## src/rtl/spiker_result_writer.sv

```systemverilog
// spiker_result_writer: captures wide spike result vectors into a small
// frame FIFO and drains each frame as WIDTH-bit words over a valid/ready
// register-file write port. Reports completed frames, pending frames and
// dropped frames.
// Optional feature macro: SPIKER_RESULT_WRITER_POPCOUNT_EN appends a word
// at index N_WORDS carrying the number of set bits in the frame.
module spiker_result_writer #(
  parameter int WIDTH       = 32,
  parameter int DATA_WIDTH  = 800,
  parameter int FRAME_DEPTH = 2,
  parameter int CNT_W       = 16,
  localparam int N_WORDS    = (DATA_WIDTH + WIDTH - 1) / WIDTH,
  localparam int AW         = $clog2(N_WORDS + 1),
  localparam int PW         = $clog2(FRAME_DEPTH + 1)
) (
  input  logic                  clk_i,
  input  logic                  rst_i,
  input  logic [DATA_WIDTH-1:0] data_out_i,
  input  logic                  sample_i,
  output logic                  wr_valid_o,
  input  logic                  wr_ready_i,
  output logic [AW-1:0]         wr_addr_o,
  output logic [WIDTH-1:0]      wr_data_o,
  output logic                  frame_done_o,
  output logic [PW-1:0]         pending_o,
  output logic                  overflow_o,
  output logic [CNT_W-1:0]      drop_count_o,
  output logic [CNT_W-1:0]      frame_count_o,
  input  logic                  clr_i
);

  localparam int PAD_W = N_WORDS * WIDTH;
  localparam int PTR_W = (FRAME_DEPTH > 1) ? $clog2(FRAME_DEPTH) : 1;

`ifdef SPIKER_RESULT_WRITER_POPCOUNT_EN
  typedef enum logic [1:0] {IDLE = 2'd0, WRITE = 2'd1, DONE = 2'd2, COUNT = 2'd3} state_t;
`else
  typedef enum logic [1:0] {IDLE = 2'd0, WRITE = 2'd1, DONE = 2'd2} state_t;
`endif

  state_t state_q, state_d;

  logic [DATA_WIDTH-1:0] fifo_mem [FRAME_DEPTH];
  logic [PTR_W-1:0]      wr_ptr, rd_ptr;
  logic [PW-1:0]         count;
  logic [WIDTH-1:0]      frame_q [N_WORDS];
  logic [PAD_W-1:0]      padded_head;
  logic [AW-1:0]         idx_q, idx_d;
  logic [WIDTH-1:0]      cur_word;
  logic                  pop, push, drop;

  function automatic logic [PTR_W-1:0] inc_ptr(input logic [PTR_W-1:0] p);
    return (p == PTR_W'(FRAME_DEPTH - 1)) ? '0 : p + PTR_W'(1);
  endfunction

  // A full FIFO still accepts a sample when the head is leaving this cycle.
  assign push        = sample_i && ((count != PW'(FRAME_DEPTH)) || pop);
  assign drop        = sample_i && !push;
  assign padded_head = PAD_W'(fifo_mem[rd_ptr]);
  assign pending_o   = count;

  // FIFO storage; emptiness is carried by count, so the array needs no reset.
  always_ff @(posedge clk_i) begin
    if (push) fifo_mem[wr_ptr] <= data_out_i;
  end

  // FIFO pointers and occupancy.
  always_ff @(posedge clk_i) begin
    if (rst_i) begin
      wr_ptr <= '0;
      rd_ptr <= '0;
      count  <= '0;
    end else begin
      if (push) wr_ptr <= inc_ptr(wr_ptr);
      if (pop)  rd_ptr <= inc_ptr(rd_ptr);
      if (push && !pop)      count <= count + PW'(1);
      else if (pop && !push) count <= count - PW'(1);
    end
  end

  // Frame register: a private copy of the head frame, split into words with
  // the top word zero-padded above DATA_WIDTH.
  always_ff @(posedge clk_i) begin
    if (pop) begin
      for (int w = 0; w < N_WORDS; w++) frame_q[w] <= padded_head[w*WIDTH +: WIDTH];
    end
  end

  // Select the word addressed by the current index.
  always_comb begin
    cur_word = '0;
    for (int w = 0; w < N_WORDS; w++) begin
      if (idx_q == AW'(w)) cur_word = frame_q[w];
    end
  end

`ifdef SPIKER_RESULT_WRITER_POPCOUNT_EN
  logic [WIDTH-1:0] pop_cnt;

  // Spike count of the frame; padding bits are zero so they add nothing.
  always_comb begin
    pop_cnt = '0;
    for (int w = 0; w < N_WORDS; w++) begin
      for (int b = 0; b < WIDTH; b++) pop_cnt = pop_cnt + WIDTH'(frame_q[w][b]);
    end
  end
`endif

  // State register and word index.
  always_ff @(posedge clk_i) begin
    if (rst_i) begin
      state_q <= IDLE;
      idx_q   <= '0;
    end else begin
      state_q <= state_d;
      idx_q   <= idx_d;
    end
  end

  // Next-state logic and write-port outputs.
  always_comb begin
    state_d      = state_q;
    idx_d        = idx_q;
    pop          = 1'b0;
    wr_valid_o   = 1'b0;
    wr_addr_o    = '0;
    wr_data_o    = '0;
    frame_done_o = 1'b0;
    case (state_q)
      IDLE: begin
        if (count != '0) begin
          pop     = 1'b1;
          idx_d   = '0;
          state_d = WRITE;
        end
      end
      WRITE: begin
        wr_valid_o = 1'b1;
        wr_addr_o  = idx_q;
        wr_data_o  = cur_word;
        if (wr_ready_i) begin
          idx_d = idx_q + AW'(1);
          if (idx_q == AW'(N_WORDS - 1)) begin
`ifdef SPIKER_RESULT_WRITER_POPCOUNT_EN
            state_d = COUNT;
`else
            state_d = DONE;
`endif
          end
        end
      end
`ifdef SPIKER_RESULT_WRITER_POPCOUNT_EN
      COUNT: begin
        wr_valid_o = 1'b1;
        wr_addr_o  = AW'(N_WORDS);
        wr_data_o  = pop_cnt;
        if (wr_ready_i) state_d = DONE;
      end
`endif
      DONE: begin
        frame_done_o = 1'b1;
        state_d      = IDLE;
      end
      default: state_d = IDLE;
    endcase
  end

  // Completed-frame counter (wraps) and sticky drop reporting; a drop in the
  // same cycle as a clear restarts the count at one.
  always_ff @(posedge clk_i) begin
    if (rst_i) begin
      frame_count_o <= '0;
      drop_count_o  <= '0;
      overflow_o    <= 1'b0;
    end else begin
      if (state_q == DONE) frame_count_o <= frame_count_o + CNT_W'(1);
      if (drop) begin
        overflow_o <= 1'b1;
        if (clr_i)                   drop_count_o <= CNT_W'(1);
        else if (drop_count_o != '1) drop_count_o <= drop_count_o + CNT_W'(1);
      end else if (clr_i) begin
        overflow_o   <= 1'b0;
        drop_count_o <= '0;
      end
    end
  end

endmodule

```

## config.mk

```make
export PLATFORM = sky130hd
export DESIGN_NAME = spiker_result_writer
export DESIGN_NICKNAME = d
export VERILOG_FILES = /design/src/rtl/spiker_result_writer.sv
export SDC_FILE = /design/constraint.sdc
export NUM_CORES = 2
export LEC_CHECK = 0
export CORE_ASPECT_RATIO = 1.25
export CORE_MARGIN = 4
export CORE_UTILIZATION = 29
export CTS_CLUSTER_SIZE = 30
export DETAILED_ROUTE_END_ITERATION = 10
export SYNTH_ARGS = -nofsm -noshare
export SYNTH_HDL_FRONTEND = slang
export SYNTH_SLANG_ARGS = --single-unit
export TNS_END_PERCENT = 1
```

## constraint.sdc

```tcl
create_clock -name clk_i -period 48.8 [get_ports clk_i]
set_clock_uncertainty 0.15 [all_clocks]
set_input_delay 9.76 -clock clk_i [delete_from_list [all_inputs] [get_ports clk_i]]
set_output_delay 9.76 -clock clk_i [all_outputs]
set_load 0.005 [all_outputs]
```

==> metrics <==
RSZ-0062 raised after global routing false; top_reg_cell synth edfxtp_1; Tmin final roughly 17000 ps; Fill cells slightly below 30000; outcome finished clean; hold slack between 200 and 300 ps; max-slew violation count 0; nets@finish 6708; post_cts resized 0; Worst Setup End Kind output port; CTS clk-pin slew, worst paths approximately 70 ps; setup violators final 0; fraction of layout cells with a size suffix above 1 between 20% and 30%; DRT Pass-1 Iters 7; grt total ovfl 0; Hold-fix buffers, CTS 0; Tcrit/Tclk final between 30% and 40%; # DRC 0; switching power around 0.0016 W; clock tree buffer depth 4; Clock Power Share about a third; FP Rows around 230; routed via count approximately 52000; design area ~110000 µm²; Avg Inst Size Synth about 19 µm²; CP max FO between 70 and 80; Starting Density 29.11%; critical path class flip-flop to output port; Internal Power around 0.0042 W; main combinational cell family by area after synthesis multiplexers; Syn Nets 5755; final hold vios 0; Max Freq around 59 MHz; Pwr Density ~52 nW/µm²; largest net degree at the start of global routing around 170; Hold WC Path Type flip-flop to flip-flop; Synth-to-Final Area Change 23.72%; max cap viols 0; Simple-Gate Fraction of Synth Area ~3.5%; Total Power approximately 0.006 W; dpl ws 32930 ps; CTS root buffer clkbuf_16; Leak Pwr around 37 nW; Core Area roughly 320000 µm²; port bufs around 900; sequential area share after synthesis approximately 79%; most common cell after layout, fill and taps aside edfxtp_1; Starting DRT DRC Count 6662; antenna viol nets, final 0; Die Ht 638.2 µm; crit start category flip-flop; Cell variety after synth between 90 and 100; area fraction in compound gates after synthesis under 10%; die area around 330000 µm²; Comb pwr share between 10% and 20%; overall routed net length between 300000 and 400000 µm; CTS H-tree depth 4; CTS tree built; maximum VDD drop 0.04276 mV; Synth Instances about 4900; Area after DPL approximately 110000 µm²; Yosys reg bits 2445; first-pass GRT wire length ~450000 µm; vias in the first global route 51520; Avg WL per Cell 33.42 µm; Worst EP arrival approximately 7100 ps; Clock Latency Late Sink between 900 and 1000 ps; antenna violations before repair around 250; Post-CTS Setup Bufs 0; final setup TNS 0 ps; Slew HR approximately 6%; Post-synth EDFFs 2400; Die Width 512.2 µm; sequential power share between 50% and 60%; adder-cell share of the synthesized area 0.1086%; Sequential Area 72990 µm²; Multi-input gate area between 15000 and 20000 µm²; Switching Fraction ~28%; final setup margin 31810 ps; mux cell area share after synthesis 9.832%; yosys warns 0; Num Clock Sinks around 2400; CTS Buf Count 245; Post-Synth XOR/XNOR Area less than 1%; total global-route track usage between 20% and 30%; ys async rst share 0%; IO Pins roughly 900; Detailed Place HPWL around 260000 µm; Vias/cell a little over 5; Crit path required time roughly 40000 ps; RePlAce Congestion between 0.9 and 1; cell area after synthesis roughly 92000 µm²; Tightest Pin Transition 1398 ps; most frequent cells in the layout edfxtp_1, clkdlybuf4s50_1, mux2_2, clkbuf_16, nor2_1
## final cells by class
cell class | count | share of cell area [%]
antenna | 66 | 0.1449
clock buffer | 291 | 5.567
clock inverter | 154 | 1.301
inverter | 36 | 0.1185
multi-input combinational | 2199 | 15.88
sequential | 2445 | 64.03
tap | 4194 | 4.604
timing repair buffer | 968 | 8.358
## path summary, 6_finish.rpt
kind | start | endpoint | slack [ps] | cells past startpoint
worst max register to register | state_q[0] | fifo_mem[1][412] | 43090 | 7
worst min-delay path | fifo_mem[1][547] | frame_q[1][35] | 300 | 1
worst max-delay path | idx_q[4] | wr_data_o[27] | 31810 | 8
worst min register to register | fifo_mem[1][547] | frame_q[1][35] | 300 | 1
## layer usage
layer  GRT usage [%]  wire length (µm)  share of wire (%)
met1           24.72            128800                 37
met5               0               709               0.20
met3           5.852             32850                9.5
met4           10.24             20090                5.8
met2           33.23            163600                 47
## worst max-delay path: stages (launching register included)
cell             delay [ps]
dfxtp_4                1020
inv_2                   380
ha_2                    620
nor3_1                  800
o221ai_1                610
nor4_1                 1210
o31ai_1                 540
o211ai_1                240
clkdlybuf4s50_1         710
## registers in the layout, indices dropped and copies added (netlist names), named ones only
signal	count
state_q	2
fifo_mem	1600
frame_q	800
frame_count_o	16
idx_q	5
wr_ptr	1
pending_o	2
drop_count_o	16
overflow_o	1
rd_ptr	1
## cell usage after synthesis, types with 32 or more instances
cell type  count  share of area [%]
nand3_1       44               0.24
a31oi_1       39               0.26
o21ai_1       32               0.17
inv_1         35               0.14
clkbuf_1     166               0.68
dfxtp_1       45               0.98
nand2_1      125               0.51
nor2_1       193               0.79
a221oi_1      78               0.74
a22oi_1       41               0.33
edfxtp_1    2400                 78
mux2_2       800                9.8
o221ai_1      57               0.54
nor2b_1       46               0.31
buf_2         70               0.38
a21oi_1      159               0.86
o21ai_0      100               0.54
o22ai_1       58               0.39
nor3_1        34               0.18
## power groups by stage
stage / Clock [W] / Sequential, W / Combinational, W
final: 0.00186 / 0.00310 / 0.000920
after global routing: 0.00197 / 0.00312 / 0.000968
after CTS: 0.00189 / 0.00311 / 0.000924
after detailed placement: 0 / 0.00315 / 0.000918
after global placement: 0 / 0.00315 / 0.000911
after floorplan: 0 / 0.00346 / 0.000505
## cell families (layout without fill, tap and decap cells)
group,Yosys count,in the layout
AO/OA/AOI/OAI,754,754
multiplexers,805,805
adder cells (fa/ha/maj),8,8
AND/OR/NAND/NOR,607,607
buffers and inverters,298,1449
flip-flops,2445,2445
XOR/XNOR,25,25
other,0,66
## per-stage QoR
| step | std cells | util, % |
|---|---|---|
| floorplan | 4942 | - |
| global placement | 9842 | 33.49 |
| detailed placement | 9842 | 33.49 |
| CTS | 10290 | 35.96 |
| global route | 10320 | 35.99 |
| finish | 10350 | 36.02 |
Note: power is estimated with default switching activity, not from simulation.
